File: src/rtl/traffic_pkg.sv
// traffic_pkg: shared lamp type, fault codes, monitor states and level-violation classifier
package traffic_pkg;
  typedef enum logic [1:0] {PASS, CONFIRM, FLASH, HOLD} state_t;
  typedef struct packed {
    logic red;
    logic yellow;
    logic green;
  } lamp_t;
  localparam logic [2:0] FLT_NONE = 3'd0;
  localparam logic [2:0] FLT_CONFLICT = 3'd1;
  localparam logic [2:0] FLT_MULTI = 3'd2;
  localparam logic [2:0] FLT_DARK = 3'd3;
  localparam logic [2:0] FLT_SHORT_Y = 3'd4;
  localparam lamp_t LAMP_RED = 3'b100;
  function automatic logic multi_lit(lamp_t l);
    return (l.red & l.yellow) | (l.red & l.green) | (l.yellow & l.green);
  endfunction
  function automatic logic [2:0] level_code(lamp_t ns, lamp_t ew);
    return ((ns.yellow | ns.green) & (ew.yellow | ew.green)) ? FLT_CONFLICT :
           (multi_lit(ns) | multi_lit(ew)) ? FLT_MULTI :
           (ns == '0 || ew == '0) ? FLT_DARK : FLT_NONE;
  endfunction
endpackage

File: src/rtl/yellow_guard.sv
// yellow_guard: per-direction short-yellow detector; ports clk, rst, lamp (current command), freeze (skip history update on level-violating frames), short_y (green->red or yellow shorter than MIN_YELLOW)
module yellow_guard
  import traffic_pkg::*;
#(
  parameter int MIN_YELLOW = 3
) (
  input  logic  clk,
  input  logic  rst,
  input  lamp_t lamp,
  input  logic  freeze,
  output logic  short_y
);
  localparam int YW = $clog2(MIN_YELLOW + 1);
  logic prev_g, prev_y;
  logic [YW-1:0] ycnt;
  always_ff @(posedge clk or posedge rst)
    if (rst) begin
      prev_g <= 1'b0;
      prev_y <= 1'b0;
      ycnt <= '0;
    end else if (!freeze) begin
      prev_g <= lamp.green;
      prev_y <= lamp.yellow;
      ycnt <= !lamp.yellow ? '0 : (ycnt == YW'(MIN_YELLOW)) ? ycnt : ycnt + 1'b1;
    end
  assign short_y = lamp.red & (prev_g | (prev_y & (ycnt < YW'(MIN_YELLOW))));
endmodule

File: src/rtl/traffic_conflict_monitor.sv
// traffic_conflict_monitor: registered lamp pass-through with conflict/multi/dark/short-yellow checking; ports clk, rst, in_* lamp commands, fault_clr, registered lamp drives, fault, flash, fault_code
module traffic_conflict_monitor
  import traffic_pkg::*;
#(
  parameter int CONFIRM_CYCLES = 2,
  parameter int MIN_YELLOW = 3,
  parameter int FLASH_HALF = 5,
  parameter int CLEAR_HOLD = 4
) (
  input  logic       clk,
  input  logic       rst,
  input  logic       in_ns_red,
  input  logic       in_ns_yellow,
  input  logic       in_ns_green,
  input  logic       in_ew_red,
  input  logic       in_ew_yellow,
  input  logic       in_ew_green,
  input  logic       fault_clr,
  output logic       ns_red,
  output logic       ns_yellow,
  output logic       ns_green,
  output logic       ew_red,
  output logic       ew_yellow,
  output logic       ew_green,
  output logic       fault,
  output logic       flash,
  output logic [2:0] fault_code
);
  localparam int CW = $clog2(CONFIRM_CYCLES + 1);
  localparam int FW = $clog2(FLASH_HALF + 1);
  localparam int HW = $clog2(CLEAR_HOLD + 1);
  state_t state, state_n;
  lamp_t in_ns, in_ew, ns_q, ew_q, ns_n, ew_n;
  logic [CW-1:0] ccnt, ccnt_n;
  logic [FW-1:0] fcnt, fcnt_n;
  logic [HW-1:0] hcnt, hcnt_n;
  logic phase, phase_n;
  logic [2:0] code_n, lvl, trip_code;
  logic lvl_v, sy_ns, sy_ew, sy, confirm, trip, half_done, hold_done;
  assign in_ns = {in_ns_red, in_ns_yellow, in_ns_green};
  assign in_ew = {in_ew_red, in_ew_yellow, in_ew_green};
  assign lvl = level_code(in_ns, in_ew);
  assign lvl_v = lvl != FLT_NONE;
  yellow_guard #(.MIN_YELLOW(MIN_YELLOW)) u_ns (.clk(clk), .rst(rst), .lamp(in_ns), .freeze(lvl_v), .short_y(sy_ns));
  yellow_guard #(.MIN_YELLOW(MIN_YELLOW)) u_ew (.clk(clk), .rst(rst), .lamp(in_ew), .freeze(lvl_v), .short_y(sy_ew));
  assign sy = sy_ns | sy_ew;
  assign confirm = lvl_v && (int'(ccnt) + 1 >= CONFIRM_CYCLES);
  assign trip = (state == PASS || state == CONFIRM) ? (confirm || sy) : (state == HOLD) && (lvl_v || sy);
  assign trip_code = (confirm || (state == HOLD && lvl_v)) ? lvl : FLT_SHORT_Y;
  assign half_done = fcnt == FW'(FLASH_HALF - 1);
  assign hold_done = hcnt == HW'(CLEAR_HOLD - 1);
  always_comb begin
    state_n = state;
    ccnt_n = ccnt;
    fcnt_n = fcnt;
    hcnt_n = hcnt;
    phase_n = phase;
    code_n = fault_code;
    ns_n = in_ns;
    ew_n = in_ew;
    if (trip) begin
      state_n = FLASH;
      code_n = trip_code;
      ccnt_n = '0;
      fcnt_n = '0;
      hcnt_n = '0;
      phase_n = 1'b1;
      ns_n = LAMP_RED;
      ew_n = LAMP_RED;
    end else
      case (state)
        PASS, CONFIRM: begin
          state_n = lvl_v ? CONFIRM : PASS;
          ccnt_n = lvl_v ? ccnt + 1'b1 : '0;
        end
        FLASH: begin
          fcnt_n = half_done ? '0 : fcnt + 1'b1;
          phase_n = phase ^ half_done;
          state_n = (fault_clr && !lvl_v) ? HOLD : FLASH;
          hcnt_n = '0;
          ns_n = (phase_n || state_n == HOLD) ? LAMP_RED : '0;
          ew_n = ns_n;
        end
        default: begin
          state_n = hold_done ? PASS : HOLD;
          hcnt_n = hold_done ? '0 : hcnt + 1'b1;
          ns_n = hold_done ? in_ns : LAMP_RED;
          ew_n = hold_done ? in_ew : LAMP_RED;
        end
      endcase
  end
  always_ff @(posedge clk or posedge rst)
    if (rst) begin
      state <= PASS;
      ccnt <= '0;
      fcnt <= '0;
      hcnt <= '0;
      phase <= 1'b0;
      fault_code <= FLT_NONE;
      ns_q <= LAMP_RED;
      ew_q <= LAMP_RED;
    end else begin
      state <= state_n;
      ccnt <= ccnt_n;
      fcnt <= fcnt_n;
      hcnt <= hcnt_n;
      phase <= phase_n;
      fault_code <= code_n;
      ns_q <= ns_n;
      ew_q <= ew_n;
    end
  assign {ns_red, ns_yellow, ns_green} = ns_q;
  assign {ew_red, ew_yellow, ew_green} = ew_q;
  assign fault = state == FLASH;
  assign flash = fault;
endmodule
File: config.mk
export PLATFORM = sky130hd
export DESIGN_NAME = traffic_conflict_monitor
export DESIGN_NICKNAME = d
export VERILOG_FILES = /design/src/rtl/traffic_pkg.sv /design/src/rtl/yellow_guard.sv /design/src/rtl/traffic_conflict_monitor.sv
export SDC_FILE = /design/constraint.sdc
export NUM_CORES = 1
export LEC_CHECK = 0
export ABC_CLOCK_PERIOD_IN_PS = 2100
export BUFFER_PORTS_ARGS = -buffer_cell sky130_fd_sc_hd__buf_4
export CAP_MARGIN = 20
export CORE_MARGIN = 10
export CORE_UTILIZATION = 45
export CTS_CLUSTER_DIAMETER = 50
export DETAILED_ROUTE_END_ITERATION = 7
export PLACE_DENSITY = 0.76
export RECOVER_POWER = 100
export REMOVE_ABC_BUFFERS = 1
export SLEW_MARGIN = 25
export SYNTH_ARGS = -nofsm -noshare
export SYNTH_HDL_FRONTEND = slang
export SYNTH_HIERARCHICAL = 1
export SYNTH_SLANG_ARGS = --single-unit
File: constraint.sdc
create_clock -name clk -period 2.1 [get_ports clk]
set_input_delay 0.315 -clock clk [delete_from_list [all_inputs] [get_ports clk]]
set_output_delay 0.315 -clock clk [all_outputs]
set_load 0.02 [all_outputs]
After elaboration in Yosys (flattened, before gate mapping)
Index checks and enable logic that the tools add are counted.
- add/sub/neg operators: 6
- order comparisons: 3
- eq/ne operators: 11
- muxes and demuxes: 32
- bitwise operators: 23
- reduce and logical (&&, ||, !) cells: 20
- operators with widths (cell ; number):
    3-bit two-way mux ; 11
    2-bit two-way mux ; 12
    3-bit case mux with 2 select lines ; 3
    1-bit bitwise AND ; 11
    2-bit == test (second input constant) ; 5
    1-bit OR ; 10
    2-bit by 1-bit adder with 2-bit output (second input constant) ; 3
    3-bit by 1-bit adder with 3-bit output (second input constant) ; 2
    3-bit zero test ; 2
    1-bit logical OR ; 6
    2-bit inequality test (second input constant) ; 3
    1-bit two-way mux ; 5
    1-bit logical AND ; 4
    2-bit less-than comparator (second input constant) ; 2
    2-bit case mux with 2 select lines ; 1
    2-bit AND reduction ; 2
    2-bit nonzero test ; 2
    2-bit by 1-bit adder with 3-bit output (second input constant) ; 1
    3-bit by 2-bit == test with 1-bit output (second input constant) ; 1
    3-bit == test (second input constant) ; 1
    3-bit by 2-bit >= comparator with 1-bit output (second input constant) ; 1
    3-bit nonzero test ; 1
    2-bit by 1-bit == test with 1-bit output (second input constant) ; 1
    2-bit zero test ; 1
    other kinds (4) ; 4
- register bits after elaboration: 28
- input bits: 9
- output and inout bits: 11
- word-level logic and storage cells: 113

Depth between registers and ports, before layout
- depth in word-level cells: 15
- depth in mapped cells: 9
- gate-level depth less buffers: 8

By module
Netlist, hierarchy kept.
- modules (own cells, without submodules) (module ; times used ; cells an instance ; area an instance (um2) ; seq. area each (um2)):
    traffic_conflict_monitor ; 1 ; 123 ; 1147.4 ; 503.0
    yellow_guard ; 2 ; 16 ; 190.2 ; 100.1

Worst setup path after synthesis
No wires, ideal clock.
- path type: input-to-reg
- start point: input in_ns_red
- end point: register hcnt[1]
- setup time: 78 ps
- arrival: 2014 ps
- required time: 2022 ps
- path slack: 8 ps
- stages: 7
- path buffers: 1
- cells stage by stage: buf_6 -> or3b_1 -> or3_4 -> o211ai_4 -> inv_4 -> or4_4 -> o2bb2ai_1
- cells in the longest elaborated chain, start to end: 11
- elaborated cells on any way between the ends: 20
- those cells by class: eq/ne: 1; mux: 5; bitwise: 7; reduce/logical: 7
- ends and longest elaborated chain (what ; line ; source):
    start: declaration ; traffic_conflict_monitor.sv:12 ; input logic in_ns_red,
    1-bit bitwise AND ; traffic_pkg.sv:16 ; return (l.red & l.yellow) | (l.red & l.green) | (l.yellow & l.green);
    1-bit OR (2 in series) ; traffic_pkg.sv:16 ;
    1-bit OR ; traffic_pkg.sv:20 ; (multi_lit(ns) | multi_lit(ew)) ? FLT_MULTI :
    2-bit two-way mux * ; traffic_pkg.sv:20 ;
    2-bit two-way mux * ; traffic_pkg.sv:19 ; return ((ns.yellow | ns.green) & (ew.yellow | ew.green)) ? FLT_CONFLICT :
    3-bit nonzero test * ; traffic_conflict_monitor.sv:43 ; assign lvl_v = lvl != FLT_NONE;
    named net lvl_v ; traffic_conflict_monitor.sv:39 ; logic lvl_v, sy_ns, sy_ew, sy, confirm, trip, half_done, hold_done;
    1-bit logical OR or 1-bit logical AND (tied branches) ; traffic_conflict_monitor.sv:48, traffic_conflict_monitor.sv:47 ;
    1-bit logical AND or 1-bit logical OR (tied branches) ; traffic_conflict_monitor.sv:48 ; assign trip = (state == PASS || state == CONFIRM) ? (confirm || sy) : (state == HOLD) && (lvl_v || sy);
    1-bit two-way mux * ; traffic_conflict_monitor.sv:48 ;
    2-bit inequality test (no source line) or 3-bit two-way mux (tied branches) ; -- ;
    end signal: assignment ; traffic_conflict_monitor.sv:106 ; hcnt <= hcnt_n;
    end: declaration ; traffic_conflict_monitor.sv:36 ; logic [HW-1:0] hcnt, hcnt_n;
Mark *: on every way through the listed nets, which the timed path passes. The rest lies on a longest branch.
A chain may end at the register's enable or synchronous reset.

Worst setup path in the final report
- start point: register u_ew.ycnt[0]
- end point: register hcnt[2]
- cells in the longest elaborated chain, start to end: 9
- elaborated cells on any way between the ends: 11
- those cells by class: order compare: 1; eq/ne: 1; mux: 2; bitwise: 4; reduce/logical: 3
- ends and longest elaborated chain (what ; line ; source):
    start: declaration ; yellow_guard.sv:15 ; logic [YW-1:0] ycnt;
    start signal: assignment ; yellow_guard.sv:24 ; ycnt <= !lamp.yellow ? '0 : (ycnt == YW'(MIN_YELLOW)) ? ycnt : ycnt + 1'b1;
    2-bit less-than comparator * ; yellow_guard.sv:26 ; assign short_y = lamp.red & (prev_g | (prev_y & (ycnt < YW'(MIN_YELLOW))));
    1-bit bitwise AND * ; yellow_guard.sv:26 ;
    1-bit OR * ; yellow_guard.sv:26 ;
    1-bit bitwise AND * ; yellow_guard.sv:26 ;
    named net sy_ew ; traffic_conflict_monitor.sv:39 ;
    1-bit OR * ; traffic_conflict_monitor.sv:46 ; assign sy = sy_ns | sy_ew;
    1-bit logical OR ; traffic_conflict_monitor.sv:48 ;
    1-bit logical AND ; traffic_conflict_monitor.sv:48 ;
    1-bit two-way mux * ; traffic_conflict_monitor.sv:48 ;
    2-bit inequality test (no source line) or 3-bit two-way mux (tied branches) ; -- ;
Marks and branches as above.

==> flow_results.xml <==
<?xml version="1.0" encoding="UTF-8"?>
<metrics>
  <group name="sta">
    <metric name="finalCriticalPeriod" unit="ps">1950</metric>
    <metric name="timing.fmax" unit="MHz">513</metric>
    <metric name="worst_skew" unit="ps">6.90</metric>
    <metric name="worst_slew_margin_rel" unit="">0.503</metric>
    <metric name="post-route-worst-setup-slack" unit="ps">151</metric>
    <metric name="fraction_of_the_cycle_the_final_worst_path_needs" unit="">0.928</metric>
    <metric name="setup_viol" unit="">0</metric>
    <metric name="total_count_of_hold_check_failures_in_the_final_report" unit="">0</metric>
    <metric name="final_count_of_pins_violating_max_slew" unit="">0</metric>
    <metric name="unrepaired_setup_endpoints_after_global_routing" unit="">no</metric>
    <metric name="fin_tns_setup" unit="ps">0</metric>
    <metric name="worstMarginPinSlew" unit="ps">745</metric>
  </group>
  <group name="synthesis">
    <metric name="sequential_area_share_after_synthesis" unit="">0.460</metric>
    <metric name="synth_largest_area_cell" unit="">sky130_fd_sc_hd__dfrtp_1</metric>
    <metric name="yosys.cell_count.top_type" unit="">sky130_fd_sc_hd__dfrtp_1</metric>
    <metric name="synth_area_per_cell" unit="µm²">9.86</metric>
    <metric name="synth.cells.most_frequent" unit="">26 x sky130_fd_sc_hd__dfrtp_1, 15 x sky130_fd_sc_hd__inv_1, 15 x sky130_fd_sc_hd__nor2_1</metric>
    <metric name="yosys.cell_types.count" unit="">41</metric>
    <metric name="yosys_register_bits" unit="">28</metric>
    <metric name="synth_ff_type" unit="">sky130_fd_sc_hd__dfrtp_1</metric>
    <metric name="mappedNetlistArea" unit="µm²">1530</metric>
    <metric name="synth-edff-count" unit="">0</metric>
    <metric name="number_of_warning_messages_in_the_yosys_log" unit="">6</metric>
    <metric name="synthTopCellsByArea" unit="">sky130_fd_sc_hd__dfrtp_1 43%, sky130_fd_sc_hd__ha_1 4.9%, sky130_fd_sc_hd__inv_1 3.7%</metric>
    <metric name="synthesized_instance_count" unit="">155</metric>
    <metric name="asyncSetResetFlopFracSynth" unit="">1.00</metric>
    <metric name="post-synth-top-area-fraction" unit="">0.426</metric>
  </group>
  <group name="placement">
    <metric name="place.detailed.hpwl" unit="µm">2630</metric>
    <metric name="place_ws" unit="ps">-42.2</metric>
    <metric name="routability_congestion_estimate_from_global_placement" unit="">0.876</metric>
    <metric name="placed_cell_area" unit="µm²">1770</metric>
    <metric name="port_buffers" unit="">19</metric>
  </group>
  <group name="die">
    <metric name="die_height" unit="µm">78.3</metric>
    <metric name="initial_core_util" unit="">0.461</metric>
    <metric name="core-area" unit="µm²">3310</metric>
    <metric name="die_x" unit="µm">78.3</metric>
    <metric name="rows" unit="">21</metric>
    <metric name="design.portCount" unit="">20</metric>
    <metric name="design.die.area" unit="µm²">6130</metric>
  </group>
  <group name="clock_network">
    <metric name="cts.clk_slew.worst_paths" unit="ps">140</metric>
    <metric name="numClockSinks" unit="">28</metric>
    <metric name="tritoncts" unit="">built</metric>
    <metric name="clock_tree.htree_level_count" unit="">1</metric>
    <metric name="ctsRootBufferMaster" unit="">sky130_fd_sc_hd__clkbuf_4</metric>
    <metric name="clockBufferDepth" unit="">2</metric>
    <metric name="worstSkewPairLatency" unit="ps">330</metric>
    <metric name="numCtsBuffers" unit="">3</metric>
  </group>
  <group name="layout">
    <metric name="area_growth" unit="%">13.5</metric>
    <metric name="multiInputGateArea" unit="µm²">699</metric>
    <metric name="finalNetCount" unit="">199</metric>
    <metric name="regArea" unit="µm²">703</metric>
    <metric name="finalInstanceArea" unit="µm²">1730</metric>
    <metric name="n_antenna_cell" unit="">0</metric>
    <metric name="share_of_final_layout_standard_cells_stronger_than_drive_strength_1" unit="">0.148</metric>
    <metric name="filler_cell_count" unit="">333</metric>
  </group>
  <group name="grt">
    <metric name="initial_antenna_violation_count" unit="">0</metric>
    <metric name="grt_most_used_layer" unit="">met2</metric>
    <metric name="wire_length_of_the_first_global_routing_pass" unit="µm">5600</metric>
    <metric name="grt_overflow_total" unit="">0</metric>
    <metric name="vias_in_the_first_global_route" unit="">1221</metric>
    <metric name="grt_usage" unit="">0.109</metric>
    <metric name="grt_max_degree" unit="">21</metric>
    <metric name="grt.met3_usage" unit="">0.0308</metric>
    <metric name="gr-usage-met2" unit="">0.178</metric>
    <metric name="gr-usage-met1" unit="">0.138</metric>
  </group>
  <group name="setup_path">
    <metric name="worst_ep_arrival_time" unit="ps">2220</metric>
    <metric name="timing.critical_path.from_type" unit="">flop</metric>
    <metric name="crit_path_max_fanout" unit="">6</metric>
    <metric name="required" unit="ps">2370</metric>
    <metric name="worst_setup_path_end_kind" unit="">flop</metric>
    <metric name="critical_path_class" unit="">flop to flop</metric>
  </group>
  <group name="run">
    <metric name="cap_viol_max_count" unit="">0</metric>
  </group>
  <group name="route">
    <metric name="num_vias" unit="">1237</metric>
    <metric name="finalWirelength" unit="µm">3270</metric>
    <metric name="first_pass_iters" unit="">4</metric>
    <metric name="drt_first_iter_violations" unit="">53</metric>
    <metric name="avgRoutedWirePerCell" unit="µm">14.3</metric>
    <metric name="drc" unit="">0</metric>
    <metric name="ant_nets" unit="">0</metric>
    <metric name="vias_per_cell" unit="">5.40</metric>
  </group>
  <group name="worst_hold_path">
    <metric name="min-delay-path-class" unit="">input port to flop</metric>
  </group>
  <group name="power_and_ir_drop">
    <metric name="leakage" unit="nW">0.796</metric>
    <metric name="power.density" unit="nW/µm²">971</metric>
    <metric name="vdd_drop_max" unit="µV">473</metric>
  </group>
  <group name="run_status">
    <metric name="run_status" unit="">finished clean</metric>
  </group>
</metrics>
[timing repair]
action,CTS,global route
hold buffers,1,0
endpoints found under the hold margin,8,0
buffers inserted,0,0
gates resized for setup,0,0
[placed cells by master (no fill, tap or decap), types with 3 or more instances in the layout]
master,n
sky130_fd_sc_hd__o21ai_0,8
sky130_fd_sc_hd__inv_1,15
sky130_fd_sc_hd__nand3_1,4
sky130_fd_sc_hd__mux2_2,5
sky130_fd_sc_hd__nor2b_1,7
sky130_fd_sc_hd__o22ai_1,3
sky130_fd_sc_hd__ha_1,6
sky130_fd_sc_hd__nand2b_1,3
sky130_fd_sc_hd__mux2i_1,3
sky130_fd_sc_hd__a21oi_1,5
sky130_fd_sc_hd__or3b_1,4
sky130_fd_sc_hd__dfrtp_1,26
sky130_fd_sc_hd__nor2_1,15
sky130_fd_sc_hd__clkbuf_1,16
sky130_fd_sc_hd__nand2_1,10
sky130_fd_sc_hd__buf_4,13
sky130_fd_sc_hd__xnor2_1,3
sky130_fd_sc_hd__a22o_1,4
sky130_fd_sc_hd__clkbuf_4,4
[registers in the layout, indices dropped and copies added (netlist names), 2 cells and up]
register and cells:
fcnt 3, fault_code 3, ccnt 2, state 2, u_ns/ycnt 2, u_ew/ycnt 2, hcnt 3
[metal layers]
layer  part of all wire  up-vias
met5                  0        -
met4             0.0055        0
met3              0.049        2
met2               0.49       44
met1               0.45      600
li1                   -      591
[area by class of cell]
class,instances,share of cell area
clock buffer,4,0.0209
inverter,16,0.0361
multi-input combinational,104,0.403
sequential,28,0.405
timing repair buffer,31,0.101
tap,46,0.0332
[path summary, 6_finish.rpt]
check	startpoint	endpoint	slack [ps]	depth (start not counted)
worst max-delay path	u_ew/ycnt[0]	hcnt[2]	150	9
worst min-delay path	fault_clr	state[0]	250	3
worst max register to register	u_ew/ycnt[0]	hcnt[2]	150	9
worst min register to register	u_ns/ycnt[0]	u_ns/ycnt[0]	510	1
max in group asynchronous	rst	hcnt[1]	950	3
min in group asynchronous	rst	u_ew/prev_g	430	3
[per-stage QoR]
step           hold slack, ps  power [mW]  std cells   util
2_1_floorplan            81.1        1.22        148      -
3_3_place_gp              219        1.44        224  0.535
3_5_place_dp              228        1.49        224  0.535
4_1_cts                   242        1.75        229  0.549
5_1_grt                   245        1.81        229  0.524
6_report                  249        1.68        229  0.524
[kinds of logic after synthesis]
group / synth area share
compound gates: 0.177
simple gates: 0.173
xor+xnor: 0.0172
mux: 0.0565
fa+ha+maj: 0.0491
buf+inv: 0.0672
flops: 0.460
[critical path: stages, from the launching register on]
cell and delay [ps]:
sky130_fd_sc_hd__dfrtp_1 400, sky130_fd_sc_hd__ha_1 190, sky130_fd_sc_hd__nor2b_1 60, sky130_fd_sc_hd__o21a_1 170
sky130_fd_sc_hd__or2_2 350, sky130_fd_sc_hd__nor2_1 140, sky130_fd_sc_hd__nand2_1 80, sky130_fd_sc_hd__o211ai_1 170
sky130_fd_sc_hd__clkbuf_4 210, sky130_fd_sc_hd__o211a_1 130
[power breakdown]
part	switching, mW	internal [mW]	total, mW
combinational	0.387	0.273	0.660
clock	0.150	0.106	0.257
sequential	0.0871	0.680	0.767
total	0.625	1.06	1.68
Power figures use the tool's default switching activity.
